**src/rtl/stopwatch_ctrl.sv**
```systemverilog
`default_nettype none
// ============================================================================
// Module   : stopwatch_ctrl
// Purpose  : Button front end and control FSM for the stopwatch datapath.
//            Two raw push buttons are synchronized, debounced on a slow
//            sample tick and converted to single-cycle press pulses. The
//            pulses drive a 4-state FSM (IDLE/RUN/LAP/PAUSE) that produces
//            the counter run-enable, a counter clear pulse and the display
//            lap-freeze request.
// Ports    : clk          - system clock, rising edge
//            rst_p        - asynchronous active-high reset
//            btn_start    - raw start/stop button (bouncy, asynchronous)
//            btn_lap      - raw lap/clear button (bouncy, asynchronous)
//            start_pedge  - 1-clk pulse on debounced start press
//            lap_pedge    - 1-clk pulse on debounced lap press
//            run_en       - counter enable (RUN, LAP)
//            clr_p        - 1-clk counter/display clear pulse
//            lap_hold     - display freeze request (LAP only)
//            state        - FSM state: IDLE=0, RUN=1, LAP=2, PAUSE=3
// Revision : 1.0 - initial fully synchronous release
// ============================================================================
module stopwatch_ctrl #(
    parameter int TICK_DIV     = 100000,
    parameter int STABLE_TICKS = 10
) (
    input  logic       clk,
    input  logic       rst_p,
    input  logic       btn_start,
    input  logic       btn_lap,
    output logic       start_pedge,
    output logic       lap_pedge,
    output logic       run_en,
    output logic       clr_p,
    output logic       lap_hold,
    output logic [1:0] state
);

    localparam int TW = (TICK_DIV > 1) ? $clog2(TICK_DIV) : 1;
    localparam int SW = $clog2(STABLE_TICKS + 1);

    localparam logic [TW-1:0] C_TICK_LAST   = TW'(TICK_DIV - 1);
    // Acceptance happens when the counter would step onto STABLE_TICKS.
    localparam logic [SW-1:0] C_STABLE_LAST = SW'(STABLE_TICKS - 1);

    // ------------------------------------------------------------------
    // Debounce sample tick
    // ------------------------------------------------------------------
    logic [TW-1:0] tick_cnt_q;
    logic [TW-1:0] tick_cnt_d;
    logic          w_tick;

    assign w_tick     = (tick_cnt_q == C_TICK_LAST);
    assign tick_cnt_d = w_tick ? '0 : tick_cnt_q + 1'b1;

    always_ff @(posedge clk or posedge rst_p) begin
        if (rst_p) begin
            tick_cnt_q <= '0;
        end else begin
            tick_cnt_q <= tick_cnt_d;
        end
    end

    // ------------------------------------------------------------------
    // Per-button synchronizer, debouncer and rising-edge pulse
    // bit 0 = start/stop, bit 1 = lap/clear
    // ------------------------------------------------------------------
    logic [1:0] w_btn_raw;
    logic [1:0] w_pedge;

    assign w_btn_raw = {btn_lap, btn_start};

    for (genvar gi = 0; gi < 2; gi++) begin : g_btn
        logic          sync1_q;
        logic          sync2_q;
        logic          level_q;
        logic          level_d;
        logic          level_prev_q;
        logic          pedge_q;
        logic [SW-1:0] stable_q;
        logic [SW-1:0] stable_d;

        // A sample equal to the current level clears the run, so any
        // bounce back before acceptance restarts the count from zero.
        always_comb begin
            level_d  = level_q;
            stable_d = stable_q;
            if (w_tick) begin
                if (sync2_q != level_q) begin
                    if (stable_q == C_STABLE_LAST) begin
                        level_d  = sync2_q;
                        stable_d = '0;
                    end else begin
                        stable_d = stable_q + 1'b1;
                    end
                end else begin
                    stable_d = '0;
                end
            end
        end

        always_ff @(posedge clk or posedge rst_p) begin
            if (rst_p) begin
                sync1_q      <= 1'b0;
                sync2_q      <= 1'b0;
                level_q      <= 1'b0;
                level_prev_q <= 1'b0;
                pedge_q      <= 1'b0;
                stable_q     <= '0;
            end else begin
                sync1_q      <= w_btn_raw[gi];
                sync2_q      <= sync1_q;
                level_q      <= level_d;
                level_prev_q <= level_q;
                pedge_q      <= level_q & ~level_prev_q;
                stable_q     <= stable_d;
            end
        end

        assign w_pedge[gi] = pedge_q;
    end

    assign start_pedge = w_pedge[0];
    assign lap_pedge   = w_pedge[1];

    // ------------------------------------------------------------------
    // Control FSM
    // ------------------------------------------------------------------
    typedef enum logic [1:0] {
        S_IDLE  = 2'd0,
        S_RUN   = 2'd1,
        S_LAP   = 2'd2,
        S_PAUSE = 2'd3
    } state_t;

    state_t state_q;
    state_t state_d;
    logic   clr_q;
    logic   clr_d;

    // Start is tested first so a simultaneous lap press is dropped.
    always_comb begin
        state_d = state_q;
        clr_d   = 1'b0;
        case (state_q)
            S_IDLE: begin
                if (start_pedge) begin
                    state_d = S_RUN;
                end else if (lap_pedge) begin
                    clr_d   = 1'b1;
                end
            end
            S_RUN: begin
                if (start_pedge) begin
                    state_d = S_PAUSE;
                end else if (lap_pedge) begin
                    state_d = S_LAP;
                end
            end
            S_LAP: begin
                if (start_pedge) begin
                    state_d = S_PAUSE;
                end else if (lap_pedge) begin
                    state_d = S_RUN;
                end
            end
            S_PAUSE: begin
                if (start_pedge) begin
                    state_d = S_RUN;
                end else if (lap_pedge) begin
                    state_d = S_IDLE;
                    clr_d   = 1'b1;
                end
            end
            default: begin
                state_d = S_IDLE;
            end
        endcase
    end

    always_ff @(posedge clk or posedge rst_p) begin
        if (rst_p) begin
            state_q <= S_IDLE;
            clr_q   <= 1'b0;
        end else begin
            state_q <= state_d;
            clr_q   <= clr_d;
        end
    end

    // Decoded straight from the state register: no extra cycle, no glitch.
    assign run_en   = (state_q == S_RUN) || (state_q == S_LAP);
    assign lap_hold = (state_q == S_LAP);
    assign clr_p    = clr_q;
    assign state    = state_q;

endmodule
`default_nettype wire

```
**config.mk**
```make
export PLATFORM = sky130hd
export DESIGN_NAME = stopwatch_ctrl
export DESIGN_NICKNAME = d
export VERILOG_FILES = /design/src/rtl/stopwatch_ctrl.sv
export SDC_FILE = /design/constraint.sdc
export NUM_CORES = 1
export LEC_CHECK = 0
export CAP_MARGIN = 40
export CORE_MARGIN = 2
export CORE_UTILIZATION = 35
export DETAILED_ROUTE_END_ITERATION = 8
export PLACE_DENSITY_LB_ADDON = 0.08
export SYNTH_ARGS = -nofsm -noshare
export SYNTH_HDL_FRONTEND = slang
export SYNTH_SLANG_ARGS = --single-unit
```
**constraint.sdc**
```tcl
create_clock -name clk -period 3.35 [get_ports clk]
set_clock_uncertainty 0.2 [all_clocks]
set_input_delay 1.005 -clock clk [delete_from_list [all_inputs] [get_ports clk]]
set_output_delay 1.005 -clock clk [all_outputs]
set_load 0.005 [all_outputs]
```
-- Yosys cells after proc, flatten, opt, wreduce, memory -nomap -nowiden
Index checks and enable logic that the tools add are counted.
- bits in registers: 38
- input port bits: 4
- output and inout bits: 7
- word-level logic and storage cells: 56
- add/subtract/negate cells: 3
- eq/ne operators: 12
- muxes and demuxes: 16
- bitwise logic cells: 4
- reduce and logical (&&, ||, !) cells: 6
- operators by type and width (operator ; count):
    17-bit by 1-bit adder with 17-bit output, second input constant ; 1
    17-bit equality test, second input constant ; 1
    17-bit two-way mux ; 1
    4-bit two-way mux ; 4
    2-bit two-way mux ; 7
    4-bit by 1-bit adder with 4-bit output, second input constant ; 2
    4-bit equality test, second input constant ; 2
    2-bit one-hot mux with 4 select lines ; 1
    3-bit inequality test, second input constant ; 2
    3-bit AND reduction ; 2
    2-bit equality test, second input constant ; 2
    4-bit AND reduction ; 1
    1-bit two-way mux ; 3
    3-bit by 1-bit inequality test with 1-bit output, second input constant ; 1
    1-bit bitwise AND ; 2
    2-bit by 1-bit equality test with 1-bit output, second input constant ; 1
    2-bit logical NOT ; 1
    1-bit inequality test ; 2
    2-bit inequality test, second input constant ; 1
    1-bit NOT ; 2
    2-bit OR reduction ; 1
    1-bit logical OR ; 1

-- Logic depth before layout (Yosys ltp)
Gate-level depths: netlist (run 1).
- word-level depth: 3
- gate-level depth with buffers: 6
- depth with buffers taken out: 6

-- Worst setup path after synthesis (run 1)
Ideal clock, no wire load.
- path kind: reg-to-reg
- start: reg tick_cnt_q[11]
- end: reg g_btn[0].level_q
- library setup time: 128 ps
- arrival: 2079 ps
- required time: 3022 ps
- slack: 943 ps
- stages on the path, launching flop included: 6
- path buffers: 1
- path through: dfrtp_1 -> or4_1 -> or4_4 -> buf_2 -> nor3_2 -> mux2_1
- cells in the longest elaborated chain, start to end: 2
- ends and longest elaborated chain (what ; line ; source):
    start, declared ; 48 ; logic [TW-1:0] tick_cnt_q;
    start signal, assigned ; 59 ; tick_cnt_q <= tick_cnt_d;
    17-bit equality test ; 52 ; assign w_tick = (tick_cnt_q == C_TICK_LAST);
    3-bit AND reduction (no source line) ; n/a ;
    end signal, assigned ; 112 ; level_q <= level_d;
    end, declared ; 75 ; logic level_q;
Every way passes these cells.
A chain may end at the register's enable or synchronous reset.

-- Worst setup path in the final report (run 1)
- start: reg state_q[1], in the netlist state[1]
- end: out run_en
- cells in the longest elaborated chain, start to end: 2
- elaborated cells on any way between the ends: 3
- those cells by class: eq/ne (2); reduce/logical (1)
- ends and longest elaborated chain (what ; line ; source):
    start, declared ; 135 ; state_t state_q;
    start signal, assigned ; 185 ; state_q <= state_d;
    2-bit by 1-bit equality test with 1-bit output / 2-bit equality test (equally long branches) ; 191 ; assign run_en = (state_q == S_RUN) || (state_q == S_LAP);
    1-bit logical OR * ; 191 ;
    end, declared ; 32 ; output logic run_en,
Mark *: on every way between the ends. The rest lies on a longest branch, timed or not.

==> results of run 1 <==
## per-stage QoR
step                power, mW  instance area, um2  std cells
CTS                     0.873                2120        252
global placement        0.489                2010        244
floorplan               0.481                1830        167
global route            0.901                2120        252
finish                  0.857                2120        252
detailed placement      0.490                2010        244
## logic make-up after synthesis
group | Yosys count
buffers and inverters | 12
AOI/OAI and AO/OA | 27
xor gates and xnor gates | 14
muxes | 2
DFF | 38
adders and majority gates | 10
and+or+nand+nor | 64
## final timing paths
kind / to / slack [ns]
max: run_en / 0.47
min reg2reg: g_btn[1].sync2_q / 0.15
max in group asynchronous: g_btn[1].stable_q[2] / 1.66
max reg2reg: g_btn[0].stable_q[2] / 0.70
min in group asynchronous: state[0] / 0.95
min: g_btn[1].sync2_q / 0.15
## power breakdown
group	total (mW)	switching [mW]	internal [mW]	leakage [nW]
Sequential	0.462	0.00117	0.461	0.507
Clock	0.378	0.155	0.223	0.0524
Combinational	0.0175	0.0120	0.00550	0.367
Total	0.857	0.168	0.689	0.927
## state kept, by name, indices dropped and copies added (netlist names)
register and flops:
clr_p 1, g_btn.level_prev_q 2, g_btn.level_q 2, g_btn.stable_q 8, g_btn.sync1_q 2, g_btn.sync2_q 2
lap_pedge 1, start_pedge 1, state 2, tick_cnt_q 17
## per-layer routing
| metal | up-vias | track usage, % |
|---|---|---|
| met1 | 603 | 17.9 |
| met2 | 12 | 19.1 |
| li1 | 616 | - |
| met3 | 5 | 3.55 |
| met5 | - | 0 |
| met4 | 0 | 5.64 |
## worst register-to-register path: cells and delay by family, from the launching register on
family,cells,cell delay (ns)
AOI/OAI and AO/OA,1,0.33
adders and majority gates,1,0.34
DFF,1,0.46
and+or+nand+nor,3,1.22
## final cells by class
type / instances / area share, %
Tap cell: 70 / 4.13
Inverter: 8 / 1.42
Timing Repair Buffer: 11 / 5.08
Clock buffer: 7 / 3.60
Multi-Input combinational cell: 117 / 39.5
Clock inverter: 1 / 1.42
Sequential cell: 38 / 44.9
## placed cells by master (no fill, tap or decap), types with 2 or more instances in the layout
cell type / n
sky130_fd_sc_hd__nor3_1: 4
sky130_fd_sc_hd__nand3_1: 7
sky130_fd_sc_hd__o221ai_1: 2
sky130_fd_sc_hd__inv_1: 8
sky130_fd_sc_hd__nor2_1: 8
sky130_fd_sc_hd__xor2_1: 7
sky130_fd_sc_hd__nor4_1: 2
sky130_fd_sc_hd__o21ai_1: 4
sky130_fd_sc_hd__nand4_1: 6
sky130_fd_sc_hd__nor2b_1: 3
sky130_fd_sc_hd__a21o_1: 2
sky130_fd_sc_hd__o211ai_1: 2
sky130_fd_sc_hd__xnor2_1: 7
sky130_fd_sc_hd__clkbuf_8: 5
sky130_fd_sc_hd__a21oi_1: 3
sky130_fd_sc_hd__clkbuf_1: 2
sky130_fd_sc_hd__clkdlybuf4s50_1: 10
sky130_fd_sc_hd__and3_1: 3
sky130_fd_sc_hd__o31ai_1: 3
sky130_fd_sc_hd__and2_1: 3
sky130_fd_sc_hd__mux2_1: 2
sky130_fd_sc_hd__or4_1: 3
sky130_fd_sc_hd__ha_1: 10
sky130_fd_sc_hd__nor3b_1: 3
sky130_fd_sc_hd__o21ai_0: 5
sky130_fd_sc_hd__or3_1: 2
sky130_fd_sc_hd__nand2_1: 9
sky130_fd_sc_hd__dfrtp_1: 38
==> impl_metrics.ini, run 1 <==
[critical_path]
cp-startpoint = state[1]
worst_ep_arrival_time_ns = 1.67
critical_path_sink_type = output pin
critPathMaxFanout = 7
worstPathRequired_ns = 2.14
crit_path_max_incr_delay_ns = 0.50
worst_r2r_path_depth = 5
critical_path_cell_with_the_highest_stage_delay = sky130_fd_sc_hd__clkdlybuf4s50_1
critical_path_depth = 3
critPathTopFamily = buffers and inverters
cp-start-kind = flip-flop
path_buf_inv = 2
worstPathCellList = inv_1, ha_1, clkdlybuf4s50_1
reg2reg_from = tick_cnt_q[0]
criticalPathCategory = reg2out

[final_layout]
footprint_of_the_flip_flops_and_latches_um2 = 951
multi_input_comb_area_um2 = 836
fillCellCount = 526
finish.net_count = 195
layout_cell_share_with_drive_strength_beyond_1_pct = 7.69
antennaDiodeCount = 0
finalCoreUtilization_pct = 41.7
syn2layout_area_growth_pct = 15.5

[die]
fp-row-count = 26
initial_core_util_pct = 36.1
chip_height_um = 76.4
floorplan.io_pins = 11
floorplan.core_area_um2 = 5070
die_w_um = 76.4
floorplan.die_area_um2 = 5840

[sta]
rsz0062_at_grt = false
finalSetupViolations = 0
tns_ns = 0
whs_ns = 0.152
hold_viol_final = 0
post-route-worst-setup-slack_ns = 0.473
worstMarginPinSlew_ns = 0.511
slew_violations = 0
timing.fmax_mhz = 348
shortest_period_the_worst_path_allows_ns = 2.88
max-slew-margin-rel_pct = 65.9
post-route-period-util_pct = 85.9

[placed_design]
sum_of_net_half_perimeters_after_detailed_placement_mm = 2.36
portBuffers = 10
placement.setup.worst_slack_ns = 0.708
gp_congestion = 0.764

[job]
drv.max_cap_violation_count = 0

[clocking]
postCtsSetupRepairBufs = 0
clk_pin_slew_ns = 0.07
numCtsBuffers = 5
cts_root_buf = sky130_fd_sc_hd__clkbuf_8
cts-resized-gates = 0
tritoncts_clock_tree = built
latest_clock_arrival_within_the_worst_skew_pair_ns = 0.29
cts.hold.buffers_added = 0
clk_path_buf_depth = 2
h-tree-depth = 2
cts_num_sinks = 38

[logic_synthesis]
synth_largest_type_area_fraction_pct = 51.8
synthTopCellsByArea = sky130_fd_sc_hd__dfrtp_1 52%, sky130_fd_sc_hd__ha_1 6.8%, sky130_fd_sc_hd__xnor2_1 3.3%, sky130_fd_sc_hd__xor2_1 3.3%, sky130_fd_sc_hd__nand4_1 2.0%
synth_compound_area_share_pct = 10.6
synth-edff-count = 0
ys_warn_count = 0
yosys.cell_count.top_type = sky130_fd_sc_hd__dfrtp_1
xor_xnor_cell_area_share_of_the_yosys_netlist_pct = 6.68
synth_seq_cells = 38
synth.top_cells.by_count = 38 x sky130_fd_sc_hd__dfrtp_1, 10 x sky130_fd_sc_hd__ha_1, 9 x sky130_fd_sc_hd__nand2_1
synth_fa_ha_area_share_pct = 6.82
combinational_family_with_the_most_area_after_synthesis = simple AND/OR/NAND/NOR gates
synthesis.nets = 181
synthesis.instances = 167
synth_ff_type = sky130_fd_sc_hd__dfrtp_1
syn_avg_cell_area_um2 = 11.0
synth_async_sr_flop_share_pct = 100
synth_top_area_cell = sky130_fd_sc_hd__dfrtp_1
synth_simple_gate_area_share_pct = 20.3
synth-seq-area-share_pct = 51.8
synth.area.mux_share_pct = 1.23
netlist_area_um2 = 1830
ys_types = 44

[global_routing]
grt_first_pass_wirelength_mm = 6.10
gr-usage-all-layers_pct = 13.0
grt_overflow_total = 0
grt_start_max_net_pins = 39
grt_antenna_before_repair = 0
first_global_vias = 1263

[hold_path]
holdCritPathClass = reg2reg
timing.hold.worst.start = g_btn[1].sync1_q
hold-path-cell-count = 0

[power_and_ir_drop]
power.density_cell_area_nw_per_um2 = 405
total_leakage_power_nw = 0.927
ir_worst_vdd_v = 0.000177

[detailed_routing]
route.met2.wl_mm = 1.50
drt-vias-per-instance = 4.90
first_iter_violations = 52
route.antenna.remaining_nets = 0
postRouteWirelength_mm = 3.39
first_pass_iters = 5
routed.top_layer = met4
detail_route.wirelength.met1_mm = 1.76
drt-wirelength-per-cell_um = 13.5
dr_total_vias = 1236
detailroute.wirelength.met3_um = 88
drc = 0

[run_status]
run_status = completed
No activity file was read; power rests on OpenSTA's default activity.
==> run 2, diff against run 1 <==
Settings changed: ABC_CLOCK_PERIOD_IN_PS set to 3350.
==> results of run 2 <==
Same layout as run 1: the final DEF is identical, and so are final timing and power.
